<file path="src/rtl/lru_tracker_pkg.sv">
// Shared types and constants for the LRU button tracker.
package lru_tracker_pkg;

  typedef enum logic [0:0] {
    MODE_LRU  = 1'b0,
    MODE_FIFO = 1'b1
  } lru_mode_e;

  typedef enum logic [1:0] {
    S_INIT   = 2'd0,
    S_IDLE   = 2'd1,
    S_ACCESS = 2'd2
  } lru_state_e;

  localparam int unsigned EMPTY_ID = 0;

endpackage

</file>
<file path="src/rtl/lru_tracker_if.sv">
// Button/LED bus of the LRU tracker; the tracker is the slave side.
interface lru_tracker_if #(
  parameter int unsigned N_BTN = 4,
  parameter int unsigned DEPTH = 3,
  parameter int unsigned ID_W  = $clog2(N_BTN + 1),
  parameter int unsigned CNT_W = $clog2(DEPTH + 1)
);

  logic [N_BTN-1:0] btn;
  logic             clr;
  logic [N_BTN-1:0] led;
  logic [ID_W-1:0]  mru_id;
  logic             evict_valid;
  logic [ID_W-1:0]  evict_id;
  logic [CNT_W-1:0] count;
  logic             full;

  modport master (
    output btn, clr,
    input  led, mru_id, evict_valid, evict_id, count, full
  );

  modport slave (
    input  btn, clr,
    output led, mru_id, evict_valid, evict_id, count, full
  );

endinterface

</file>
<file path="src/rtl/lru_tracker_press_detect.sv">
// Rising-edge press detector with lowest-ID priority and a one-deep pending slot
// that holds a press arriving while the consumer is busy.
module lru_press_detect
  import lru_tracker_pkg::*;
#(
  parameter int unsigned N_BTN = 4,
  parameter int unsigned ID_W  = $clog2(N_BTN + 1)
) (
  input  logic             timedClk,
  input  logic             rst,
  input  logic [N_BTN-1:0] i_btn,
  input  logic             i_clr,
  input  logic             i_ready,
  output logic             o_press_valid_c,
  output logic [ID_W-1:0]  o_press_id_c
);

  logic [N_BTN-1:0] r_btn_q;
  logic             r_pend_valid;
  logic [ID_W-1:0]  r_pend_id;

  logic [N_BTN-1:0] w_rise;
  logic             w_new_valid;
  logic [ID_W-1:0]  w_new_id;
  logic             w_take;

  // Lowest rising bit wins; the other simultaneous risers are simply dropped.
  always_comb begin
    w_rise      = i_btn & ~r_btn_q;
    w_new_valid = |w_rise;
    w_new_id    = ID_W'(EMPTY_ID);
    for (int i = int'(N_BTN) - 1; i >= 0; i--) begin
      if (w_rise[i]) w_new_id = ID_W'(i + 1);
    end
  end

  // A pending press is older than a fresh one, so it is offered first.
  assign o_press_valid_c = r_pend_valid | w_new_valid;
  assign o_press_id_c    = r_pend_valid ? r_pend_id : w_new_id;
  assign w_take          = i_ready & o_press_valid_c;

  always_ff @(posedge timedClk) begin
    r_btn_q <= i_btn;
    if (rst || i_clr) begin
      r_pend_valid <= 1'b0;
      r_pend_id    <= ID_W'(EMPTY_ID);
    end else if (w_take) begin
      r_pend_valid <= r_pend_valid & w_new_valid;
      r_pend_id    <= (r_pend_valid & w_new_valid) ? w_new_id : ID_W'(EMPTY_ID);
    end else if (!r_pend_valid && w_new_valid) begin
      r_pend_valid <= 1'b1;
      r_pend_id    <= w_new_id;
    end
  end

endmodule

</file>
<file path="src/rtl/lru_tracker.sv">
// Recency queue of button IDs with move-to-front (LRU) or insertion-order (FIFO)
// policy, eviction reporting and LED presence decode.
module lru_tracker
  import lru_tracker_pkg::*;
#(
  parameter int unsigned N_BTN = 4,
  parameter int unsigned DEPTH = 3,
  parameter lru_mode_e   MODE  = MODE_LRU,
  parameter int unsigned ID_W  = $clog2(N_BTN + 1),
  parameter int unsigned CNT_W = $clog2(DEPTH + 1)
) (
  input  logic         timedClk,
  input  logic         rst,
  lru_tracker_if.slave bus
);

  lru_state_e       r_state;
  logic [ID_W-1:0]  r_slot [DEPTH];
  logic [ID_W-1:0]  r_acc_id;
  logic [CNT_W-1:0] r_count;
  logic [N_BTN-1:0] r_led;
  logic [ID_W-1:0]  r_mru;
  logic             r_full;
  logic             r_ev_valid;
  logic [ID_W-1:0]  r_ev_id;

  logic             w_ready;
  logic             w_press_valid;
  logic [ID_W-1:0]  w_press_id;
  logic             w_hit;
  logic [CNT_W-1:0] w_hit_pos;
  logic [ID_W-1:0]  w_slot_nxt [DEPTH];
  logic [CNT_W-1:0] w_cnt_nxt;
  logic             w_ev_valid;
  logic [ID_W-1:0]  w_ev_id;
  logic [N_BTN-1:0] w_led_nxt;
  logic             w_full_nxt;

  assign w_ready = (r_state == S_IDLE) && !bus.clr;

  lru_press_detect #(
    .N_BTN (N_BTN),
    .ID_W  (ID_W)
  ) u_press_detect (
    .timedClk        (timedClk),
    .rst             (rst),
    .i_btn           (bus.btn),
    .i_clr           (bus.clr),
    .i_ready         (w_ready),
    .o_press_valid_c (w_press_valid),
    .o_press_id_c    (w_press_id)
  );

  // Empty slots hold 0 and an access ID is never 0, so they never match.
  always_comb begin
    w_hit     = 1'b0;
    w_hit_pos = '0;
    for (int i = 0; i < int'(DEPTH); i++) begin
      if (r_slot[i] == r_acc_id && r_acc_id != ID_W'(EMPTY_ID)) begin
        w_hit     = 1'b1;
        w_hit_pos = CNT_W'(i);
      end
    end
  end

  // Queue update for the latched access, plus decode of the resulting queue.
  always_comb begin
    w_slot_nxt = r_slot;
    w_cnt_nxt  = r_count;
    w_ev_valid = 1'b0;
    w_ev_id    = ID_W'(EMPTY_ID);
    if (!w_hit) begin
      for (int i = int'(DEPTH) - 1; i >= 1; i--) begin
        w_slot_nxt[i] = r_slot[i-1];
      end
      w_slot_nxt[0] = r_acc_id;
      if (r_count == CNT_W'(DEPTH)) begin
        w_ev_valid = 1'b1;
        w_ev_id    = r_slot[DEPTH-1];
      end else begin
        w_cnt_nxt = r_count + CNT_W'(1);
      end
    end else if (MODE == MODE_LRU) begin
      for (int i = 1; i < int'(DEPTH); i++) begin
        if (i <= int'(w_hit_pos)) w_slot_nxt[i] = r_slot[i-1];
      end
      w_slot_nxt[0] = r_acc_id;
    end

    w_led_nxt = '0;
    for (int k = 1; k <= int'(N_BTN); k++) begin
      for (int i = 0; i < int'(DEPTH); i++) begin
        if (w_slot_nxt[i] == ID_W'(k)) w_led_nxt[k-1] = 1'b1;
      end
    end
    w_full_nxt = (w_cnt_nxt == CNT_W'(DEPTH));
  end

  // Control FSM; queue state and all outputs change only at the commit edge.
  always_ff @(posedge timedClk) begin
    if (rst) begin
      r_state    <= S_INIT;
      for (int i = 0; i < int'(DEPTH); i++) r_slot[i] <= ID_W'(EMPTY_ID);
      r_acc_id   <= ID_W'(EMPTY_ID);
      r_count    <= '0;
      r_led      <= '0;
      r_mru      <= ID_W'(EMPTY_ID);
      r_full     <= 1'b0;
      r_ev_valid <= 1'b0;
      r_ev_id    <= ID_W'(EMPTY_ID);
    end else begin
      r_ev_valid <= 1'b0;
      r_ev_id    <= ID_W'(EMPTY_ID);
      if (bus.clr) begin
        r_state <= S_IDLE;
        for (int i = 0; i < int'(DEPTH); i++) r_slot[i] <= ID_W'(EMPTY_ID);
        r_count <= '0;
        r_led   <= '0;
        r_mru   <= ID_W'(EMPTY_ID);
        r_full  <= 1'b0;
      end else begin
        case (r_state)
          S_INIT: r_state <= S_IDLE;
          S_IDLE: begin
            if (w_press_valid) begin
              r_acc_id <= w_press_id;
              r_state  <= S_ACCESS;
            end
          end
          S_ACCESS: begin
            r_slot     <= w_slot_nxt;
            r_count    <= w_cnt_nxt;
            r_led      <= w_led_nxt;
            r_mru      <= w_slot_nxt[0];
            r_full     <= w_full_nxt;
            r_ev_valid <= w_ev_valid;
            r_ev_id    <= w_ev_id;
            r_state    <= S_IDLE;
          end
          default: r_state <= S_INIT;
        endcase
      end
    end
  end

  assign bus.led         = r_led;
  assign bus.mru_id      = r_mru;
  assign bus.full        = r_full;
  assign bus.count       = r_count;
  assign bus.evict_valid = r_ev_valid;
  assign bus.evict_id    = r_ev_id;

endmodule

</file>
<file path="src/flat_wrapper.sv">
// flat-port wrapper written by rule: the top's interface ports become plain ports
module lru_tracker_flat import lru_tracker_pkg::*;
#(
  parameter int unsigned N_BTN = 4,
  parameter int unsigned DEPTH = 3,
  parameter lru_mode_e   MODE  = MODE_LRU,
  parameter int unsigned ID_W  = $clog2(N_BTN + 1),
  parameter int unsigned CNT_W = $clog2(DEPTH + 1)
)
  (timedClk, rst, bus_btn, bus_clr, bus_led, bus_mru_id, bus_evict_valid, bus_evict_id, bus_count, bus_full);
  lru_tracker_if #(.N_BTN(N_BTN), .DEPTH(DEPTH), .ID_W(ID_W), .CNT_W(CNT_W)) bus_i ();
  input  logic timedClk;
  input  logic rst;
  input wire logic [$bits(bus_i.btn)-1:0] bus_btn;
  input wire logic [$bits(bus_i.clr)-1:0] bus_clr;
  output wire logic [$bits(bus_i.led)-1:0] bus_led;
  output wire logic [$bits(bus_i.mru_id)-1:0] bus_mru_id;
  output wire logic [$bits(bus_i.evict_valid)-1:0] bus_evict_valid;
  output wire logic [$bits(bus_i.evict_id)-1:0] bus_evict_id;
  output wire logic [$bits(bus_i.count)-1:0] bus_count;
  output wire logic [$bits(bus_i.full)-1:0] bus_full;
  assign bus_i.btn = bus_btn;
  assign bus_i.clr = bus_clr;
  assign bus_led = bus_i.led;
  assign bus_mru_id = bus_i.mru_id;
  assign bus_evict_valid = bus_i.evict_valid;
  assign bus_evict_id = bus_i.evict_id;
  assign bus_count = bus_i.count;
  assign bus_full = bus_i.full;
  lru_tracker #(.N_BTN(N_BTN), .DEPTH(DEPTH), .MODE(MODE), .ID_W(ID_W), .CNT_W(CNT_W)) u_core (.timedClk(timedClk), .rst(rst), .bus(bus_i));
endmodule
</file>
<file path="config.mk">
export PLATFORM = sky130hd
export DESIGN_NAME = lru_tracker_flat
export DESIGN_NICKNAME = d
export VERILOG_FILES = /design/src/rtl/lru_tracker_pkg.sv /design/src/rtl/lru_tracker_if.sv /design/src/rtl/lru_tracker_press_detect.sv /design/src/rtl/lru_tracker.sv /design/src/flat_wrapper.sv
export SDC_FILE = /design/constraint.sdc
export NUM_CORES = 1
export LEC_CHECK = 0
export ABC_AREA = 1
export CORE_AREA = 2 2 74 76
export CTS_CLUSTER_SIZE = 20
export DETAILED_ROUTE_END_ITERATION = 12
export DIE_AREA = 0 0 76 78
export GPL_ROUTABILITY_DRIVEN = 0
export GPL_TIMING_DRIVEN = 0
export PLACE_DENSITY = 0.54
export RECOVER_POWER = 50
export SETUP_SLACK_MARGIN = 0.4
export SKIP_LAST_GASP = 1
export SLEW_MARGIN = 10
export SYNTH_ARGS = -nofsm -noshare
export SYNTH_HDL_FRONTEND = slang
export SYNTH_SLANG_ARGS = --single-unit
export TNS_END_PERCENT = 100
</file>
<file path="constraint.sdc">
create_clock -name timedClk -period 3.6 [get_ports timedClk]
set_input_delay 0.36 -clock timedClk [delete_from_list [all_inputs] [get_ports timedClk]]
set_output_delay 0.36 -clock timedClk [all_outputs]
set_load 0.05 [all_outputs]
</file>
---- Word level (Yosys, flattened, before mapping) ----
Cells that the tools add are included.
word-level totals
  register bits after elaboration ......... 33
  bits in latches ......................... 0
  bits in writable memories ............... 0
  memory bits (read-only) ................. 0
  input bits .............................. 7
  output and inout bits ................... 14
  logic and storage cells ................. 99
  memories ................................ 0
operators by class
  $add $sub $neg .......................... 1
  multiply operators ...................... 0
  div/mod/pow operators ................... 0
  $lt $le $gt $ge ......................... 2
  eq/ne operators ......................... 21
  shift operators ......................... 0
  multiplexer cells ....................... 36
  bitwise logic cells ..................... 8
  reductions and logical operators ........ 17
operators by type and width
  kind                                                                             count
  3-bit two-way mux                                                                10
  1-bit two-way mux                                                                20
  3-bit by 2-bit == test with 1-bit output, second input constant                  6
  3-bit by 1-bit == test with 1-bit output, second input constant                  3
  3-bit == test                                                                    3
  3-bit == test, second input constant                                             3
  2-bit two-way mux                                                                4
  4-bit OR reduction                                                               2
  2-bit == test, second input constant                                             3
  6-bit two-way mux                                                                1
  1-bit logical AND                                                                5
  5-bit OR reduction                                                               1
  4-bit bitwise AND                                                                1
  4-bit inverter                                                                   1
  2-bit case mux with 2 select lines                                               1
  2-bit OR reduction                                                               2
  3-bit != test, second input constant                                             1
  1-bit inverter                                                                   3
  3-bit AND reduction                                                              1
  3-bit nonzero test                                                               1
  2-bit by 1-bit adder with 2-bit output, second input constant                    1
  1-bit bitwise AND                                                                2
  2-bit by 1-bit == test with 1-bit output, second input constant                  1
  1-bit by 2-bit less-or-equal comparator with 1-bit output, first input constant  1
  7 further kinds                                                                  8

---- Logic depth before layout (Yosys ltp) ----
Gate-level depths: netlist of the first run.
  depth after elaboration ................. 10
  gate-level depth with buffers ........... 15
  mapped depth without buffers ............ 14

---- By module ----
A second synthesis of the first run with hierarchy kept.
unflattened totals
  cells, all modules ...................... 257
  area total of the unflattened synthesis .. 1742.9 um^2
by module, submodules not included
  module            times used  cells each  area an instance (um^2)  sequential area each (um^2)
  lru_tracker       1           202         1331.3                   500.5
  lru_press_detect  1           55          411.6                    160.2

---- Worst setup path after synthesis of the first run ----
OpenSTA, ideal clock, no wires.
  path type ............................... reg2reg
  start ................................... register u_core.r_acc_id[0]
  end ..................................... register u_core.r_count[0], in the netlist u_core.bus.count[0]
  setup time .............................. 0.132 ns
  arrival ................................. 1.326 ns
  required time ........................... 3.468 ns
  setup slack ............................. 2.142 ns
  cell stages (with the launch flop) ...... 12
  buffers on the path ..................... 1
  cell sequence ........................... dfxtp_1 > buf_6 > inv_6 > nand2_1 > nand2_1 > nand2_1 > nand2_4 > nand2_4 > a21oi_1 > nand3_1 > nor2_1 > nor3_1
on the way
  longest elaborated chain between the ends .. 6
RTL lines
  what                                                        line                RTL
  from (decl)                                                 lru_tracker.sv:19   logic [ID_W-1:0] r_acc_id;
  from (signal assigned)                                      lru_tracker.sv:104  r_acc_id <= ID_W'(EMPTY_ID);
  from (signal assigned)                                      lru_tracker.sv:126  r_acc_id <= w_press_id;
  3-bit == test / 3-bit nonzero test (equally long branches)  lru_tracker.sv:59   if (r_slot[i] == r_acc_id && r_acc_id != ID_W'(EMPTY_ID)) begin
  1-bit logical AND                                           lru_tracker.sv:59
  1-bit two-way mux (2 in series)                             lru_tracker.sv:59
  1-bit two-way mux *                                         lru_tracker.sv:59
  2-bit two-way mux *                                         lru_tracker.sv:72   if (!w_hit) begin
  to (signal assigned)                                        lru_tracker.sv:132  r_count <= w_cnt_nxt;
  to (decl)                                                   lru_tracker.sv:20   logic [CNT_W-1:0] r_count;
Every way passes the cells marked *; elsewhere a longest branch is shown, timed or not.
A chain may end at the register's enable or synchronous reset.

---- Final worst setup path of the first run ----
  start ................................... input rst
  end ..................................... register u_core.r_slot[2] in the netlist's numbering
on the way
  longest elaborated chain between the ends .. 1
RTL lines
  what                                 line                RTL
  from (decl)                          flat_wrapper.sv:13  input logic rst;
  2-bit OR reduction (no source line)  --
  to (signal assigned)                 lru_tracker.sv:131  r_slot <= w_slot_nxt;
  to (decl)                            lru_tracker.sv:18   logic [ID_W-1:0] r_slot [DEPTH];
Every way passes these cells.

==> flow_summary.ini, run 1 <==
[routing]
avgRoutedWirePerCell_um = 11.3
drt_pre_antenna_iters = 4
drcViolationCount = 0
drt-initial-drc-count = 73
viasPerCell = 4.54
antenna_left = 0
vias = 1627
wl_um = 4050

[synth]
netlist.area_leader.share_pct = 37.6
ys_seq_area_share_pct = 37.6
synth.most_common_cell = nand2_1
synth_edf_count = 0
synth.cell_area_um2 = 1760
synth.distinct_cells = 28
synth_nets = 267
synthCells = 260
synth_common_cells = nand2_1 (72), dfxtp_1 (33), inv_1 (31), nor2_1 (28), a21oi_1 (18)
ys_async_sr_fraction_pct = 0
synth-warning-count = 0
synth_ff_type = dfxtp_1
ys_ff_latch = 33
synth_area_leaders = dfxtp_1 (38%), nand2_1 (15%), inv_1 (6.6%)
synth_area_leader_cell = dfxtp_1
syn_area_per_cell_um2 = 6.76

[timing]
setup_viol = 0
rsz0062_at_grt = no
skew_ps = 5.36
fmax_mhz = 471
post-route-min-period_ps = 2120
finalCritPeriodShare_pct = 58.9
finalHoldViolations = 0
slew_viol_final = 0
max_slew_margin_pct = 56.6
tightest_slew_ps = 648
finalSetupTns_ps = 0

[clock_network]
cts_setup_buffers = 0
cts_tree = done
htree_num_levels = 2
root_buffer = clkbuf_8
cts_made_buffers = 5
clk_latency_ps = 280
clock-sinks = 33
cts_hold_buf = 0
cts.repair.resized = 0
cts.clk_slew.worst_paths_ps = 70
clk_path_buf_depth = 2

[setup_path]
cp_slowest_cell = dlygate4sd3_1
worstSetupEndpointType = flop
cpLargestDelayFamily = buffers and inverters
r2r-start = u_core.r_state[1]$_SDFFE_PP0P_
start_kind = input pin
crit_type = in -> reg
r2r_end = u_core.bus.evict_id[2]$_SDFF_PP0_
worst-path-buf-inv = 4
rrSetupSlack_ps = 1640
cpMostUsedCell = inv_1
path_cells = dlygate4sd3_1 -> nor2_1 -> inv_1 -> clkbuf_1 -> a21oi_1 -> o21ai_0 -> inv_1
critPathMaxStageDelay_ps = 630
cp_max_fo = 10
cp.depth = 7
worstPathRequired_ps = 3820
arrival_ps = 2350
rr_worst_depth = 7

[floorplan]
io_pins = 21
die_y_um = 78
start_util_pct = 34.8
die_area_um2 = 5930
core_area_um2 = 5040
rows = 26
die_x_um = 76

[placement]
dp_hpwl_um = 3050
port_buffers = 20

[hold_path]
hold-path-endpoint = u_core.u_press_detect.r_pend_id[0]$_SDFFE_PP0P_
hp-start = u_core.u_press_detect.r_pend_id[0]$_SDFFE_PP0P_
hp-class = reg -> reg
whs_path_depth = 2

[pwr]
p_total_uw = 842
p_leak_uw = 0.00102
power_density_nw_per_um2 = 393
ir_worst_vdd_mv = 0.262

[cells_and_area]
utilization_pct = 42.5
area_delta_synth_final_pct = 21.9
nets = 294
nFillCells = 532
drive_above_1_share_pct = 14.6
diodes = 0

[global_routing]
grt.overflow.total = 0
antenna_found_initial = 0
grt_pass1_wl_um = 6830
grt_pass1_vias = 1486
grt_util_all_layers_pct = 14.3
grt_max_degree = 11

[job]
drv_cap = 0

[status]
status = finished clean
-- layout make-up --
cell class | count | area, um2 | area share, %
plain buffers | 10 | 75.1 | 3.51
clock buffers | 7 | 96.3 | 4.50
clock inverters | 1 | 5.00 | 0.234
inverters | 36 | 144 | 6.72
multi-input cells | 181 | 872 | 40.7
flip-flops and latches | 33 | 661 | 30.9
well taps | 70 | 87.6 | 4.09
repair buffers | 20 | 200 | 9.35
-- placed cells by master, fill, tap and decap left out, types with 4 or more instances in the layout --
master           count
nand3_1             14
nor2_2               6
nand2_2              8
inv_1               31
dfxtp_1             33
clkdlybuf4s50_1      5
clkbuf_8             7
dlygate4sd3_1       15
nand2_1             73
a21oi_1             18
nor2_1              29
buf_4                4
nand4_1              5
o21ai_0              9
-- worst max path at each step --
stage	from	end	slack (ps)
floorplan	u_core.r_acc_id[0]$_SDFFE_PP0P_	u_core.bus.count[0]$_SDFFE_PP0P_	2140
global placement	rst	u_core.r_slot[2]$_SDFFE_PP0P_	1290
detailed placement	rst	u_core.r_slot[2]$_SDFFE_PP0P_	1270
CTS	rst	u_core.r_slot[2]$_SDFFE_PP0P_	1560
global route	rst	u_core.r_slot[2]$_SDFFE_PP0P_	1260
finish	rst	u_core.r_slot[2]$_SDFFE_PP0P_	1480
-- cells by family after synthesis --
kind of cell / Yosys count / share of synthesized area (%)
simple gates: 147 / 38.8
flops: 33 / 37.6
buf+inv: 46 / 12.5
compound gates: 34 / 11.1
-- layer usage --
metal  vias to the layer above  GRT usage [%]  routed length [um]  share of wire, %
met5                         -              0                   0                 0
met4                         0           4.91                  44               1.1
met3                         4           3.26                 160               4.0
met2                        27           24.9                1940                48
met1                       718           17.4                1900                47
li1                        878              -                   -                 -
-- per-stage QoR --
step | instance area (um2) | worst slack (ps) | instances | hold WS, ps
after floorplan | 1760 | 2140 | 260 | 388
after global placement | 2040 | 1290 | 350 | 454
after detailed placement | 2040 | 1270 | 350 | 456
after CTS | 2150 | 1560 | 358 | 465
after global routing | 2140 | 1260 | 358 | 476
final | 2140 | 1480 | 358 | 461
-- state kept, by name, indices dropped and copies added (netlist names), 2 cells and up --
register,count
u_core.bus.count,2
u_core.r_state,2
u_core.r_slot,9
u_core.bus.evict_id,3
u_core.u_press_detect.r_btn_q,4
u_core.u_press_detect.r_pend_id,3
u_core.bus.led,4
u_core.r_acc_id,3
-- worst register-to-register path, delay by kind of cell, from the launching register on --
family                 cells  cell delay (ps)
DFF                        1              310
and+or+nand+nor            4              990
buffers and inverters      3              600
-- power breakdown --
part           internal (uW)  switching [uW]
sequential               375            5.26
clock                    173             133
combinational           51.5             104
total                    599             243
Power figures use the tool's default switching activity.
==> run 2: changes to the inputs <==
--- a/config.mk
+++ b/config.mk
@@ -12,7 +12,7 @@
 export DIE_AREA = 0 0 76 78
 export GPL_ROUTABILITY_DRIVEN = 0
 export GPL_TIMING_DRIVEN = 0
-export PLACE_DENSITY = 0.54
+export PLACE_DENSITY = 0.56
 export RECOVER_POWER = 50
 export SETUP_SLACK_MARGIN = 0.4
 export SKIP_LAST_GASP = 1
==> constraint.sdc (replaced) <==
create_clock -name timedClk -period 1.85 [get_ports timedClk]
set_input_delay 0.185 -clock timedClk [delete_from_list [all_inputs] [get_ports timedClk]]
set_output_delay 0.185 -clock timedClk [all_outputs]
set_load 0.05 [all_outputs]
==> run 2 against run 1 <==
Wire length rose by 13%. Clock power rose by 70%. Combinational power rose to 2.9 times the previous value. First-iteration DRC count rose by 15%. Final cell count rose by 4.2%. Sequential cell count did not move. Worst hold slack got worse by 280 ps. Sequential share of layout area fell by 3.9 points. Clock-buffer cell count fell by 1. Critical path type is now reg -> reg.
==> flow_summary.ini, run 2 (synthesis results as in run 1) <==
[setup_path]
worstSetupEndpointType = flop
critPathMaxStageDelay_ps = 370
cp_max_fo = 5
arrival_ps = 1870
cp_slowest_cell = dfxtp_2
start_kind = flop
crit_type = reg -> reg
cpMostUsedCell = nand2_1
worstPathRequired_ps = 2080
path_cells = inv_1 -> nand2_1 -> nand2_4 -> nor2_4 -> nand2_4 -> buf_6 -> nand4_1 -> nand2_2 -> nor2_2 -> nand2_1 -> nand3_1 -> nand2_1 -> inv_1

[global_routing]
grt.overflow.total = 0
antenna_found_initial = 0
grt_util_all_layers_pct = 15.6
grt_pass1_wl_um = 7360
grt_pass1_vias = 1655
grt_max_degree = 11

[floorplan]
die_y_um = 78
die_area_um2 = 5930
core_area_um2 = 5040
die_x_um = 76
io_pins = 21
rows = 26
start_util_pct = 34.8

[cells_and_area]
top_register = u_core.r_slot
largest_reg_flops = 9
nFillCells = 529
final_common_cell = nand2_1
utilization_pct = 49.6
drive_above_1_share_pct = 37.0
regArea_um2 = 674
layout_common_cells = nand2_1 (44), inv_1 (30), nand2_2 (27), nor2_1 (25), dfxtp_1 (24)
multi_input_area_um2 = 1110
nets = 309
area_delta_synth_final_pct = 42.5
diodes = 0

[routing]
drcViolationCount = 0
antenna_left = 0
vias = 1803
wl_um = 4570
drt-initial-drc-count = 84
avgRoutedWirePerCell_um = 12.2
drt_pre_antenna_iters = 4
viasPerCell = 4.83

[job]
drv_cap = 0

[timing]
setup_viol = 0
final.setup.worst_slack_ps = 212
fmax_mhz = 610
finalCritPeriodShare_pct = 88.5
slew_viol_final = 0
rsz0062_at_grt = yes
skew_ps = 9.07
fin_hold_ws_ps = 178
tightest_slew_ps = 598
max_slew_margin_pct = 60.3
finalHoldViolations = 0
post-route-min-period_ps = 1640

[clock_network]
clk_path_buf_depth = 2
htree_num_levels = 2
clock-sinks = 33
root_buffer = clkbuf_8
cts_tree = done
clk_latency_ps = 290
cts_made_buffers = 5
cts.clk_slew.worst_paths_ps = 70

[pwr]
p_leak_uw = 0.00116
ir_worst_vdd_mv = 0.383
p_total_uw = 1720
power_density_nw_per_um2 = 686

[placement]
port_buffers = 20
dp_hpwl_um = 3000
dpl_worst_slack_ps = -274

[hold_path]
hp-class = in -> reg

[status]
status = finished clean
==> run 2: cell types whose count changed in the layout (fill, tap and decap cells not counted), moves of 7 or more <==
cell,delta
dfxtp_1,-9
dlygate4sd2_1,+11
dfxtp_2,+8
nand2_2,+19
nand3_1,-7
nand2_1,-29
buf_4,+9
dlygate4sd3_1,-10
nand2_4,+8
==> run 2: worst max-delay path, delay by kind of cell (launching register included) <==
| family | cells | cell delay (ps) |
|---|---|---|
| flip-flops | 1 | 370 |
| AND/OR/NAND/NOR | 10 | 890 |
| buffers and inverters | 3 | 300 |
==> run 2: report_power, final <==
group          internal [uW]  total [uW]  switching [uW]
Sequential               730         742            12.3
Clock                    260         520             259
Combinational            174         456             282
==> run 2: metal layers <==
| layer | routed length [um] | vias up | GRT usage (%) | part of all wire, % |
|---|---|---|---|---|
| li1 | - | 914 | - | - |
| met5 | 0 | - | 0 | 0 |
| met2 | 2350 | 37 | 27.1 | 51 |
| met1 | 1910 | 844 | 18.6 | 42 |
| met4 | 96 | 0 | 7.09 | 2.1 |
| met3 | 212 | 8 | 3.14 | 4.6 |
==> run 2: layout make-up <==
cell class,instances,area share (%)
multi-input combinational,181,44.2
sequential,33,27.0
timing repair buffer,35,12.1
inverter,36,6.40
buffer,10,3.55
tap,70,3.50
clock buffer,6,2.90
clock inverter,2,0.400
==> run 2: metrics by stage <==
step                std cells  TNS [ps]  area, um2
floorplan                 260         0       1760
global placement          350     -2010       2040
detailed placement        350     -1870       2040
CTS                       370         0       2340
global route              373         0       2500
finish                    373         0       2500
==> run 2: path summary, 6_finish.rpt <==
kind | startpoint | to | slack [ps] | cells past startpoint
setup / recovery | u_core.r_slot[0]$_SDFFE_PP0P_ | u_core.bus.led[0]$_SDFFE_PP0P_ | 210 | 13
hold reg to reg | u_core.u_press_detect.r_pend_id[0]$_SDFFE_PP0P_ | u_core.u_press_detect.r_pend_id[0]$_SDFFE_PP0P_ | 460 | 2
hold / removal | bus_btn[0] | u_core.u_press_detect.r_btn_q[0]$_DFF_P_ | 180 | 1
setup reg to reg | u_core.r_slot[0]$_SDFFE_PP0P_ | u_core.bus.led[0]$_SDFFE_PP0P_ | 210 | 13
==> run 2: what timing repair did <==
action	in CTS	in global routing
hold endpoints to repair	0	0
hold buffers	0	0
endpoints found under the setup margin	41	25
pin swaps	23	17
gates resized for setup	67	55
setup buffers	11	3
cloned	1	0
==> run 3: changes to the inputs <==
--- a/config.mk
+++ b/config.mk
@@ -10,9 +10,10 @@
 export CTS_CLUSTER_SIZE = 20
 export DETAILED_ROUTE_END_ITERATION = 12
 export DIE_AREA = 0 0 76 78
+export DONT_BUFFER_PORTS = 1
 export GPL_ROUTABILITY_DRIVEN = 0
 export GPL_TIMING_DRIVEN = 0
-export PLACE_DENSITY = 0.56
+export PLACE_DENSITY = 0.5
 export RECOVER_POWER = 50
 export SETUP_SLACK_MARGIN = 0.4
 export SKIP_LAST_GASP = 1
==> run 3 against run 2 <==
Fmax down 0.44%. Clock skew is 4.4 ps lower. Design area is 7.8% lower. Final cell count down 4.0%. Power is 1.4% lower. Utilization decreased by 3.9 points. Sequential share of layout area rose by 2.3 points. Critical path depth increased by 1. Global-route usage is 0.21 points higher. Register-to-register slack is essentially flat. Die area is the same. Largest cell class unchanged. Largest power group unchanged.
==> flow_summary.ini, run 3 (synthesis results as in run 1) <==
[setup_path]
rrSetupSlack_ps = 200
r2r-start = u_core.r_acc_id[0]$_SDFFE_PP0P_
startpoint = u_core.r_acc_id[0]$_SDFFE_PP0P_
worst-path-buf-inv = 4
r2r_end = u_core.bus.led[1]$_SDFFE_PP0P_
cp.depth = 14
cp_slowest_cell = dfxtp_2
cpLargestDelayFamily = simple AND/OR/NAND/NOR gates
crit_type = reg -> reg
worstPathRequired_ps = 2080
arrival_ps = 1870
cp_max_fo = 7
worstSetupEndpointType = flop
cpMostUsedCell = nand2_4
critPathMaxStageDelay_ps = 330
start_kind = flop
rr_worst_depth = 14
path_cells = buf_8 -> inv_8 -> nand2_4 -> nand2_4 -> nor2_4 -> nand2_4 -> buf_6 -> nand4_2 -> nand2_4 -> nor2_4 -> nand2_1 -> nand3_1 -> nand2_1 -> inv_1
crit_end = u_core.bus.led[1]$_SDFFE_PP0P_

[clock_network]
cts.clk_slew.worst_paths_ps = 70
root_buffer = clkbuf_8
htree_num_levels = 2
clock-sinks = 33
clk_latency_ps = 280
cts_made_buffers = 5
cts_tree = done
clk_path_buf_depth = 2

[global_routing]
gr-usage-met1_pct = 19.3
grt_pass1_wl_um = 7430
use_met3_pct = 3.84
grt_max_degree = 11
grt_busiest_layer = met2
grt_util_all_layers_pct = 15.8
grt.overflow.total = 0
antenna_found_initial = 0
use_met2_pct = 27.3
grt_pass1_vias = 1565

[routing]
wl_um = 4670
vias = 1678
antenna_left = 0
drt-initial-drc-count = 64
drcViolationCount = 0
viasPerCell = 4.69
avgRoutedWirePerCell_um = 13.0
drt_pre_antenna_iters = 4

[cells_and_area]
area_delta_synth_final_pct = 31.3
layout_common_cells = nand2_1 (51), inv_1 (31), nand2_2 (24), dfxtp_1 (24), nor2_1 (23)
nFillCells = 516
drive_above_1_share_pct = 34.0
top_register = u_core.r_slot
final_common_cell = nand2_1
diodes = 0
largest_reg_flops = 9
nets = 294

[timing]
skew_ps = 4.63
finalHoldViolations = 0
fmax_mhz = 608
fin_hold_ws_ps = 114
finalCritPeriodShare_pct = 88.9
slew_viol_final = 0
tightest_slew_ps = 698
finalSetupTns_ps = 0
rsz0062_at_grt = yes
post-route-min-period_ps = 1650
setup_viol = 0
final.setup.worst_slack_ps = 205
max_slew_margin_pct = 53.3

[floorplan]
die_x_um = 76
rows = 26
io_pins = 21
die_y_um = 78
start_util_pct = 34.8
core_area_um2 = 5040
die_area_um2 = 5930

[pwr]
p_total_uw = 1690
ir_worst_vdd_mv = 0.392
p_leak_uw = 0.00103
power_density_nw_per_um2 = 734

[placement]
dp_hpwl_um = 3020
dpl_worst_slack_ps = 112
port_buffers = 0

[job]
drv_cap = 0

[status]
status = finished clean

[hold_path]
hp-class = in -> reg
==> run 3: changes by cell type in the layout (fill, tap and decap cells not counted), sizes merged <==
| cell | delta |
|---|---|
| dlygate4sd2 | -11 |
| buf | -2 |
| clkdlybuf4s25 | -1 |
| clkdlybuf4s15 | -1 |
==> run 3: how the worst min path moves through the flow <==
stage,startpoint,endpoint,slack (ps),cells after the start
floorplan,bus_btn[0],u_core.u_press_detect.r_btn_q[0]$_DFF_P_,210,0
global placement,bus_btn[0],u_core.u_press_detect.r_btn_q[0]$_DFF_P_,210,0
detailed placement,bus_btn[3],u_core.u_press_detect.r_btn_q[3]$_DFF_P_,210,0
CTS,bus_clr,u_core.r_state[0]$_SDFFE_PP0P_,110,2
global route,bus_clr,u_core.r_state[0]$_SDFFE_PP0P_,120,2
finish,bus_clr,u_core.r_state[0]$_SDFFE_PP0P_,110,2
==> run 3: final cells by class <==
class / count / area, um2 / area share (%)
plain buffers: 10 / 82.6 / 3.58
clock buffers: 6 / 72.6 / 3.15
clock inverters: 2 / 10.0 / 0.434
inverters: 36 / 160 / 6.94
multi-input cells: 181 / 1050 / 45.6
flip-flops and latches: 33 / 674 / 29.2
well taps: 70 / 87.6 / 3.80
repair buffers: 20 / 168 / 7.27
==> run 3: where the power goes <==
group | internal, uW | switching (uW)
Clock | 261 | 264
Combinational | 162 | 260
Sequential | 729 | 17.2
==> run 3: repair_timing <==
action	4_1_cts	5_1_grt
pin swaps	20	21
endpoints found under the setup margin	19	23
endpoints found under the hold margin	9	0
cloned	2	0
buffers inserted	9	4
hold buffers	5	0
gates resized for setup	41	41
==> run 3: per-layer routing <==
metal	part of all wire [%]	routed length, um
met1	45	2110
met2	49	2300
met3	4.7	221
met4	0.75	35
met5	0	0
==> run 3: worst register-to-register path: cells and delay by family (launching register included) <==
| family | cells | cell delay, ps |
|---|---|---|
| and+or+nand+nor | 10 | 850 |
| DFF | 1 | 330 |
| buffers and inverters | 4 | 420 |
==> run 3: per-stage QoR <==
| step | instance area, um2 | util (%) | instances |
|---|---|---|---|
| after floorplan | 1760 | - | 260 |
| after global placement | 1840 | 36.6 | 330 |
| after detailed placement | 1840 | 36.6 | 330 |
| after CTS | 2170 | 43.1 | 354 |
| after global routing | 2310 | 45.8 | 358 |
| final | 2310 | 45.8 | 358 |
